--- src/rtl/hub75_pkg.sv ---
// Shared definitions for the HUB75 framebuffer write path.
//   CMD_*        header command codes
//   HDR_*_MSB    header field positions (each field is one byte)
//   state_t      SPI frame loader parse states
package hub75_pkg;
  localparam logic [7:0] CMD_WRITE = 8'h01;
  localparam logic [7:0] CMD_SWAP  = 8'h02;

  localparam int HDR_CMD_MSB = 31;
  localparam int HDR_ROW_MSB = 23;
  localparam int HDR_COL_MSB = 15;

  typedef enum logic [1:0] {
    HEADER = 2'd0,
    PIXELS = 2'd1,
    IGNORE = 2'd2
  } state_t;
endpackage

--- src/rtl/hub75_pixel_pack.sv ---
// Truncates a 32-bit word of four byte lanes into one packed pixel.
//   word   in   32               byte lanes, lane 3 in [31:24]
//   pixel  out  BITS_PER_PIXEL   top R bits of each lane, lane 3 most significant
module hub75_pixel_pack #(
  parameter int BITS_PER_PIXEL = 16
) (
  input  logic [31:0]               word,
  output logic [BITS_PER_PIXEL-1:0] pixel
);
  localparam int R = BITS_PER_PIXEL / 4;

  for (genvar lane = 0; lane < 4; lane++) begin : g_lane
    assign pixel[(lane+1)*R-1 -: R] = word[lane*8+7 -: R];
  end
endmodule

--- src/rtl/spi_frame_loader.sv ---
// SPI-side framebuffer write controller for the HUB75 panel driver.
// Each transaction (reset low) is a header word then pixel words, MSB first.
//   spi_clk      in   SPI clock, rising edge
//   reset        in   async active-high (chip select deasserted)
//   spi_mosi     in   serial data
//   fb_wr_en     out  write strobe, RAM captures on the same spi_clk edge
//   fb_wr_addr   out  {back_buf, row, col}
//   fb_wr_data   out  packed pixel
//   display_buf  out  buffer currently shown (survives transactions)
//   busy         out  high while a transaction is past its header
module spi_frame_loader
  import hub75_pkg::*;
#(
  parameter int BITS_PER_PIXEL = 16,
  parameter int WIDTH          = 64,
  parameter int HEIGHT         = 32
) (
  input  logic                                   spi_clk,
  input  logic                                   reset,
  input  logic                                   spi_mosi,
  output logic                                   fb_wr_en,
  output logic [$clog2(HEIGHT)+$clog2(WIDTH):0]  fb_wr_addr,
  output logic [BITS_PER_PIXEL-1:0]              fb_wr_data,
  output logic                                   display_buf,
  output logic                                   busy
);
  localparam int COL_BITS = $clog2(WIDTH);
  localparam int ROW_BITS = $clog2(HEIGHT);

  state_t              state;
  logic [4:0]          bit_cnt;
  logic [31:0]         shift;
  logic [ROW_BITS-1:0] row;
  logic [COL_BITS-1:0] col;

  // The displayed buffer must persist across transactions, so it is kept out
  // of the chip-select reset and relies on its power-up value instead.
  logic                display_buf_q = 1'b0;

  logic                word_done;
  logic [31:0]         word;
  logic [7:0]          hdr_cmd, hdr_row, hdr_col;
  logic                hdr_in_range;

  assign word_done = (bit_cnt == 5'd0);
  assign word      = {shift[30:0], spi_mosi};
  assign hdr_cmd   = word[HDR_CMD_MSB -: 8];
  assign hdr_row   = word[HDR_ROW_MSB -: 8];
  assign hdr_col   = word[HDR_COL_MSB -: 8];
  assign hdr_in_range = (int'(hdr_row) < HEIGHT) && (int'(hdr_col) < WIDTH);

  // Zero-latency strobe: the last bit is still on mosi, the RAM writes the
  // assembled word on the same edge that completes it.
  assign fb_wr_en    = (state == PIXELS) && word_done;
  assign fb_wr_addr  = {~display_buf_q, row, col};
  assign display_buf = display_buf_q;

  hub75_pixel_pack #(.BITS_PER_PIXEL(BITS_PER_PIXEL)) u_pack (
    .word  (word),
    .pixel (fb_wr_data)
  );

  always_ff @(posedge spi_clk or posedge reset) begin
    if (reset) begin
      state   <= HEADER;
      bit_cnt <= 5'd31;
      shift   <= '0;
      busy    <= 1'b0;
      row     <= '0;
      col     <= '0;
    end else begin
      shift   <= word;
      bit_cnt <= bit_cnt - 5'd1;
      if (word_done) begin
        case (state)
          HEADER: begin
            if (hdr_cmd == CMD_WRITE && hdr_in_range) begin
              row   <= hdr_row[ROW_BITS-1:0];
              col   <= hdr_col[COL_BITS-1:0];
              busy  <= 1'b1;
              state <= PIXELS;
            end else begin
              state <= IGNORE;
            end
          end
          PIXELS: begin
            if (col == COL_BITS'(WIDTH - 1)) begin
              col <= '0;
              row <= (row == ROW_BITS'(HEIGHT - 1)) ? '0 : row + 1'b1;
            end else begin
              col <= col + 1'b1;
            end
          end
          default: state <= IGNORE;
        endcase
      end
    end
  end

  // Bit counter sits at 31 while in reset, so no toggle can fire then.
  always_ff @(posedge spi_clk) begin
    if (state == HEADER && word_done && hdr_cmd == CMD_SWAP)
      display_buf_q <= ~display_buf_q;
  end
endmodule

--- config.mk ---
export PLATFORM = sky130hd
export DESIGN_NAME = spi_frame_loader
export DESIGN_NICKNAME = d
export VERILOG_FILES = /design/src/rtl/hub75_pkg.sv /design/src/rtl/hub75_pixel_pack.sv /design/src/rtl/spi_frame_loader.sv
export SDC_FILE = /design/constraint.sdc
export NUM_CORES = 1
export LEC_CHECK = 0
export CAP_MARGIN = 20
export CORE_MARGIN = 10
export CORE_UTILIZATION = 52
export DETAILED_ROUTE_END_ITERATION = 16
export MAX_ROUTING_LAYER = met4
export PLACE_DENSITY = 0.74
export SYNTH_ARGS = -nofsm -noshare
export SYNTH_HDL_FRONTEND = slang
export SYNTH_SLANG_ARGS = --single-unit
--- constraint.sdc ---
create_clock -name spi_clk -period 2.05 [get_ports spi_clk]
set_clock_uncertainty 0.05 [all_clocks]
set_input_delay 0.41 -clock spi_clk [delete_from_list [all_inputs] [get_ports spi_clk]]
set_output_delay 0.41 -clock spi_clk [all_outputs]
set_load 0.01 [all_outputs]
==> impl_metrics.json, run 1 <==
{
  "outcome": "complete, no violations",
  "ys_ff_latch": 51,
  "clk_latency_ns": 0.30,
  "p_seq_share_pct": 58.5,
  "gr-usage-all-layers_pct": 11.9,
  "leakage_uw": 0.00112,
  "core-area_sq_um": 3970,
  "synth_common_cells": "dfrtp_1, buf_4, inv_1, nand2_1, nor2_1",
  "ant_nets": 0,
  "drt_wl_total_microns": 3790,
  "gp_congestion": 0.889,
  "setup_tns_ns": 0,
  "cts_sinks": 51,
  "grt_pass1_wl_microns": 6720,
  "yosysWarningCount": 0,
  "comb_power_share_pct": 4.7,
  "hpwl_microns": 2780,
  "vdd_drop_max_uv": 524,
  "hold_viol_final": 0,
  "crit_buf_inv": 1,
  "layout.nets": 195,
  "setup-violations-final": 0,
  "area_growth_pct": 21.3,
  "fmax_mhz": 518,
  "crit_path_top_delay_cell": "dfrtp_1",
  "critPathCaptureType": "flop",
  "fillCellCount": 293,
  "netlist_area_sq_um": 2100,
  "p_per_area_nw_per_um2": 713,
  "drive_above_1_share_pct": 19.0,
  "synth_flop_cell": "dfrtp_1",
  "swShare_pct": 20.8,
  "ctsHoldBuffers": 0,
  "yosysTopAreaCell": "dfrtp_1",
  "r2r_start": "shift[22]",
  "drc": 0,
  "synth_top_area_share_pct": 53.5,
  "ys_types": 44,
  "holdCritPathClass": "reg -> reg",
  "crit_path_cell_trace": "nor4_4 > a41oi_4 > nor3_4 > buf_12 > mux2_4",
  "cts_tree": "done",
  "relSlewSlack_pct": 76.2,
  "ctsLongestPathBuffers": 2,
  "initial_utilization_pct": 53.0,
  "slew_viol_final": 0,
  "synthTopCellsByArea": "dfrtp_1, dfstp_2, buf_4",
  "viasPerCell": 5.30,
  "critical_path_class": "reg -> reg",
  "p_sw_uw": 378,
  "die_x_microns": 83.6,
  "worst_slew_pin_slew_ns": 0.355,
  "seq_area_frac_synth_pct": 61.2,
  "cts_buffers": 5,
  "min_from": "shift[0]",
  "clk_pin_slew_ns": 0.09,
  "cp_data_arrival_time_ns": 2.08,
  "grt_pass1_vias": 1356,
  "grt_max_degree": 33,
  "first_pass_iters": 4,
  "vias": 1266,
  "cap_violations": 0,
  "dieArea_sq_um": 6990,
  "period_minus_slack_ns": 1.93,
  "synth.most_common_cell": "dfrtp_1",
  "min_period_over_period_pct": 94.2,
  "crit_path_start_kind": "flop",
  "synth-edff-count": 1,
  "async_flop_share_pct": 98.0,
  "crit_fanout": 9,
  "critPathRequiredTime_ns": 2.20,
  "rows": 23,
  "grt_overflow_total": 0,
  "syn_area_per_cell_sq_um": 13.2,
  "slowest_delay_ns": 0.43,
  "p_clk_share_pct": 36.8,
  "antenna_found_initial": 0,
  "rsz0062_at_grt": "no",
  "root_buffer": "clkbuf_8",
  "intPower_uw": 1440,
  "boundaryPins": 34,
  "synth_nets": 166,
  "cp-startpoint": "shift[22]",
  "utilization_pct": 64.2,
  "numPortBuffers": 33,
  "multi_input_area_sq_um": 649,
  "antennaDiodeCount": 0,
  "drt_iter0_markers": 89,
  "htreeDepth": 2,
  "seqCellArea_sq_um": 1290,
  "critPathTopFamily": "simple AND/OR/NAND/NOR gates",
  "syn-instance-count": 159,
  "die_y_microns": 83.6,
  "routedWlPerCell_microns": 15.8
}
-- registers in the layout, indices dropped and copies added, names as in the netlist --
register and count:
bit_cnt 5, busy 1, col 6, display_buf 1, row 5, shift 31, state 2
-- through the flow --
step | setup WS [ns] | hold WS (ns) | cells | cell area (sq um) | power (uW)
6_report | 0.118 | 0.310 | 239 | 2550 | 1820
5_1_grt | 0.0206 | 0.327 | 239 | 2550 | 1900
4_1_cts | 0.0555 | 0.313 | 238 | 2530 | 1840
3_5_place_dp | 0.0427 | 0.288 | 230 | 2430 | 1170
3_3_place_gp | 0.0884 | 0.286 | 230 | 2430 | 1170
2_1_floorplan | 0.230 | 0.281 | 159 | 2100 | 1140
-- worst register-to-register path, delay by kind of cell (launching register included) --
kind	cells	cell delay, ns
compound gates	1	0.25
mux	1	0.29
flops	1	0.43
buf+inv	1	0.15
simple gates	2	0.66
-- logic make-up (layout without fill, tap and decap cells) --
group | count (synthesis) | count (layout) | share of synthesized area (%)
buffers and inverters | 28 | 58 | 8.03
flip-flops | 51 | 51 | 61.2
multiplexers | 6 | 6 | 3.81
XOR/XNOR | 5 | 5 | 2.08
adder cells (fa/ha/maj) | 4 | 4 | 2.38
AO/OA/AOI/OAI | 25 | 25 | 9.10
AND/OR/NAND/NOR | 40 | 40 | 13.4
-- worst paths after layout --
| path | slack [ns] | end | depth (start not counted) |
|---|---|---|---|
| max | 0.12 | row[2] | 5 |
| min | 0.31 | shift[1] | 0 |
| max reg2reg | 0.12 | row[2] | 5 |
| min reg2reg | 0.31 | shift[1] | 0 |
| max in group asynchronous | 1.32 | bit_cnt[2] | 3 |
| min in group asynchronous | 0.39 | state[0] | 3 |
-- cell usage in the layout, fill, tap and decap left out, types with 2 or more instances in the layout --
cell / Yosys / routed
o31ai_1: 3 / 3
buf_4: 17 / 6
inv_2: 0 / 2
mux2i_1: 2 / 2
a22oi_1: 2 / 2
buf_12: 0 / 2
dfrtp_1: 45 / 45
nor4_4: 2 / 2
clkbuf_8: 0 / 5
a21oi_1: 3 / 3
dfstp_2: 5 / 5
and3_1: 2 / 2
nand2_1: 9 / 9
o21ai_0: 2 / 2
clkdlybuf4s50_1: 0 / 32
inv_1: 9 / 7
mux2_4: 4 / 4
a22o_1: 2 / 2
nor3_1: 3 / 3
xor2_1: 4 / 4
nor2_1: 6 / 6
ha_1: 4 / 3
nor3b_1: 3 / 3
nand2b_1: 4 / 4
o21ai_1: 4 / 4
-- what timing repair did --
item                                    in CTS  in global routing
pin swaps                                    0                  1
resized for setup                            4                  2
endpoints found under the setup margin       1                  5
gates cloned                                 0                  0
buffers inserted                             0                  1
-- cell type report --
| type | instances | share of cell area, % |
|---|---|---|
| multi-input combinational | 80 | 25.5 |
| clock buffer | 5 | 2.70 |
| timing repair buffer | 41 | 16.1 |
| clock inverter | 3 | 1.52 |
| tap | 50 | 2.45 |
| inverter | 9 | 1.32 |
| sequential | 51 | 50.5 |
-- power by group through the flow --
stage / clock, uW / sequential [uW] / combinational (uW)
floorplan: 0 / 1080 / 60.1
global placement: 0 / 1080 / 86.8
detailed placement: 0 / 1080 / 88.3
CTS: 686 / 1060 / 88.8
global route: 734 / 1070 / 94.3
finish: 669 / 1060 / 85.5
-- metal layers --
| layer | wire length (microns) | part of all wire, % | global-route usage [%] | up-vias |
|---|---|---|---|---|
| li1 | - | - | - | 598 |
| met1 | 1670 | 44 | 14.2 | 634 |
| met2 | 1830 | 48 | 17.8 | 28 |
| met3 | 232 | 6.1 | 4.88 | 6 |
| met4 | 49 | 1.3 | 3.96 | 0 |
| met5 | 0 | 0 | - | - |
No activity file was read; power rests on OpenSTA's default activity.
==> run 2: changes to the inputs <==
--- a/config.mk
+++ b/config.mk
@@ -5,12 +5,14 @@
 export SDC_FILE = /design/constraint.sdc
 export NUM_CORES = 1
 export LEC_CHECK = 0
-export CAP_MARGIN = 20
+export CAP_MARGIN = 15
+export CORE_ASPECT_RATIO = 0.9
 export CORE_MARGIN = 10
 export CORE_UTILIZATION = 52
 export DETAILED_ROUTE_END_ITERATION = 16
 export MAX_ROUTING_LAYER = met4
 export PLACE_DENSITY = 0.74
+export RECOVER_POWER = 100
 export SYNTH_ARGS = -nofsm -noshare
 export SYNTH_HDL_FRONTEND = slang
 export SYNTH_SLANG_ARGS = --single-unit
==> run 2 against run 1 <==
Combinational power is 14% lower. First-iteration DRC count is 20% lower. Sequential power about the same. Worst setup slack lost 0.036 ns. Wire length up 5.4%. Final cell count down 2.1%. Critical path type unchanged. Critical endpoint is now row[4]. Largest power group unchanged.
==> impl_metrics.json, run 2 (synthesis results as in run 1) <==
{
  "outcome": "complete, no violations",
  "final_common_cell": "dfrtp_1",
  "crit_path_top_delay_cell": "dfstp_1",
  "period_minus_slack_ns": 1.97,
  "critical_path_class": "reg -> reg",
  "setup-violations-final": 0,
  "die_x_microns": 87.0,
  "antenna_found_initial": 0,
  "boundaryPins": 34,
  "grt_pass1_vias": 1322,
  "cap_violations": 0,
  "p_seq_share_pct": 58.8,
  "largest_reg_flops": 31,
  "drt_wl_total_microns": 3990,
  "swShare_pct": 20.5,
  "numPortBuffers": 33,
  "clk_latency_ns": 0.30,
  "vdd_drop_max_uv": 377,
  "crit_fanout": 10,
  "first_pass_iters": 4,
  "regMostFlops": "shift",
  "grt_pass1_wl_microns": 6610,
  "root_buffer": "clkbuf_8",
  "grt_overflow_total": 0,
  "place_area_sq_um": 2410,
  "hpwl_microns": 2890,
  "layout.nets": 194,
  "routedWlPerCell_microns": 17.0,
  "antennaDiodeCount": 0,
  "cts_sinks": 51,
  "holdCritPathClass": "reg -> reg",
  "slowest_delay_ns": 0.39,
  "clk_pin_slew_ns": 0.09,
  "rows": 21,
  "fmax_mhz": 508,
  "critPathRequiredTime_ns": 2.19,
  "comb_power_share_pct": 4.1,
  "slew_viol_final": 0,
  "gp_congestion": 0.882,
  "critPathCaptureType": "flop",
  "htreeDepth": 2,
  "area_growth_pct": 20.5,
  "cp_data_arrival_time_ns": 2.11,
  "final_cell_mix": "dfrtp_1, dlygate4sd3_1, inv_1, nand2_1, nor2_1",
  "ctsLongestPathBuffers": 2,
  "cts_buffers": 5,
  "gr-usage-all-layers_pct": 12.4,
  "ant_nets": 0,
  "worst_slew_pin_slew_ns": 0.821,
  "p_clk_share_pct": 37.1,
  "dieArea_sq_um": 6990,
  "min_period_over_period_pct": 96.0,
  "top_regs": "shift: 31 flops, col: 6 flops",
  "crit_path_cell_trace": "inv_1 > ha_4 > nor4b_4 > nand2b_1 > buf_4 > nor3_4 > buf_12 > mux2_4",
  "hold_viol_final": 0,
  "viasPerCell": 5.34,
  "initial_utilization_pct": 55.2,
  "crit_path_start_kind": "flop",
  "relSlewSlack_pct": 45.2,
  "vias": 1249,
  "ctsHoldBuffers": 0,
  "intPower_uw": 1440,
  "grt_max_degree": 29,
  "die_y_microns": 80.3,
  "drt_iter0_markers": 71,
  "p_sw_uw": 371,
  "leakage_uw": 0.00115,
  "cts_tree": "done",
  "final_area_sq_um": 2530,
  "drc": 0,
  "core-area_sq_um": 3810,
  "drive_above_1_share_pct": 16.0,
  "utilization_pct": 66.5,
  "p_per_area_nw_per_um2": 713
}
## run 2: changes by cell type in the layout (fill, tap and decap cells not counted), sizes merged
cell / before / now
buf: 9 / 6
clkbuf: 5 / 9
clkdlybuf4s50: 32 / 0
clkinv: 2 / 0
dlygate4sd3: 0 / 32
## run 2: final timing paths
| path | from | to | slack, ns | depth (start not counted) |
|---|---|---|---|---|
| min in group asynchronous | reset | col[1] | 0.66 | 2 |
| setup / recovery | bit_cnt[0] | row[4] | 0.08 | 8 |
| setup reg to reg | bit_cnt[0] | row[4] | 0.08 | 8 |
| max in group asynchronous | reset | state[1] | 0.35 | 3 |
| hold / removal | shift[2] | shift[3] | 0.31 | 0 |
| hold reg to reg | shift[2] | shift[3] | 0.31 | 0 |
## run 2: final cells by class
type                       count  area [sq um]
inverter                       9          33.8
sequential                    51          1290
clock inverter                 1          30.0
fill                         272          1270
timing repair buffer          40           387
multi-input combinational     80           663
clock buffer                   7          76.3
tap                           46          57.6
## run 2: what timing repair did
action / CTS / global route
endpoints found under the setup margin: 1 / 5
resized for setup: 5 / 2
gates cloned: 0 / 0
setup buffers: 0 / 1
pin swaps: 0 / 2
## run 2: metrics by stage
| step | hold WS [ns] | std cells | setup slack (ns) | power, uW | TNS [ns] |
|---|---|---|---|---|---|
| 3_3_place_gp | 0.290 | 225 | 0.0849 | 1170 | 0 |
| 4_1_cts | 0.313 | 233 | 0.00950 | 1840 | 0 |
| 5_1_grt | 0.313 | 234 | -0.0173 | 1870 | -0.0700 |
| 2_1_floorplan | 0.281 | 159 | 0.230 | 1140 | 0 |
| 6_report | 0.308 | 234 | 0.0821 | 1810 | 0 |
| 3_5_place_dp | 0.292 | 225 | -0.0133 | 1170 | -0.0133 |
## run 2: critical path: cells and delay by family (launching register included)
kind / cells / cell delay (ns)
simple gates: 3 / 0.53
buf+inv: 3 / 0.44
flops: 1 / 0.39
mux: 1 / 0.29
fa+ha+maj: 1 / 0.15
## run 2: power by group through the flow
stage                     combinational (uW)  clock (uW)  sequential, uW
final                                   73.3         671            1060
after global placement                  84.9           0            1080
after floorplan                         60.1           0            1080
after CTS                               86.3         683            1070
after detailed placement                86.2           0            1080
after global routing                    81.9         723            1070
## run 2: routing by layer
layer  global-route usage [%]  wire (microns)  up-vias
li1                         -               -      591
met1                     14.6            1740      616
met2                     19.3            1950       33
met3                     4.04             215        9
met4                     4.85              76        0
met5                        -               0        -
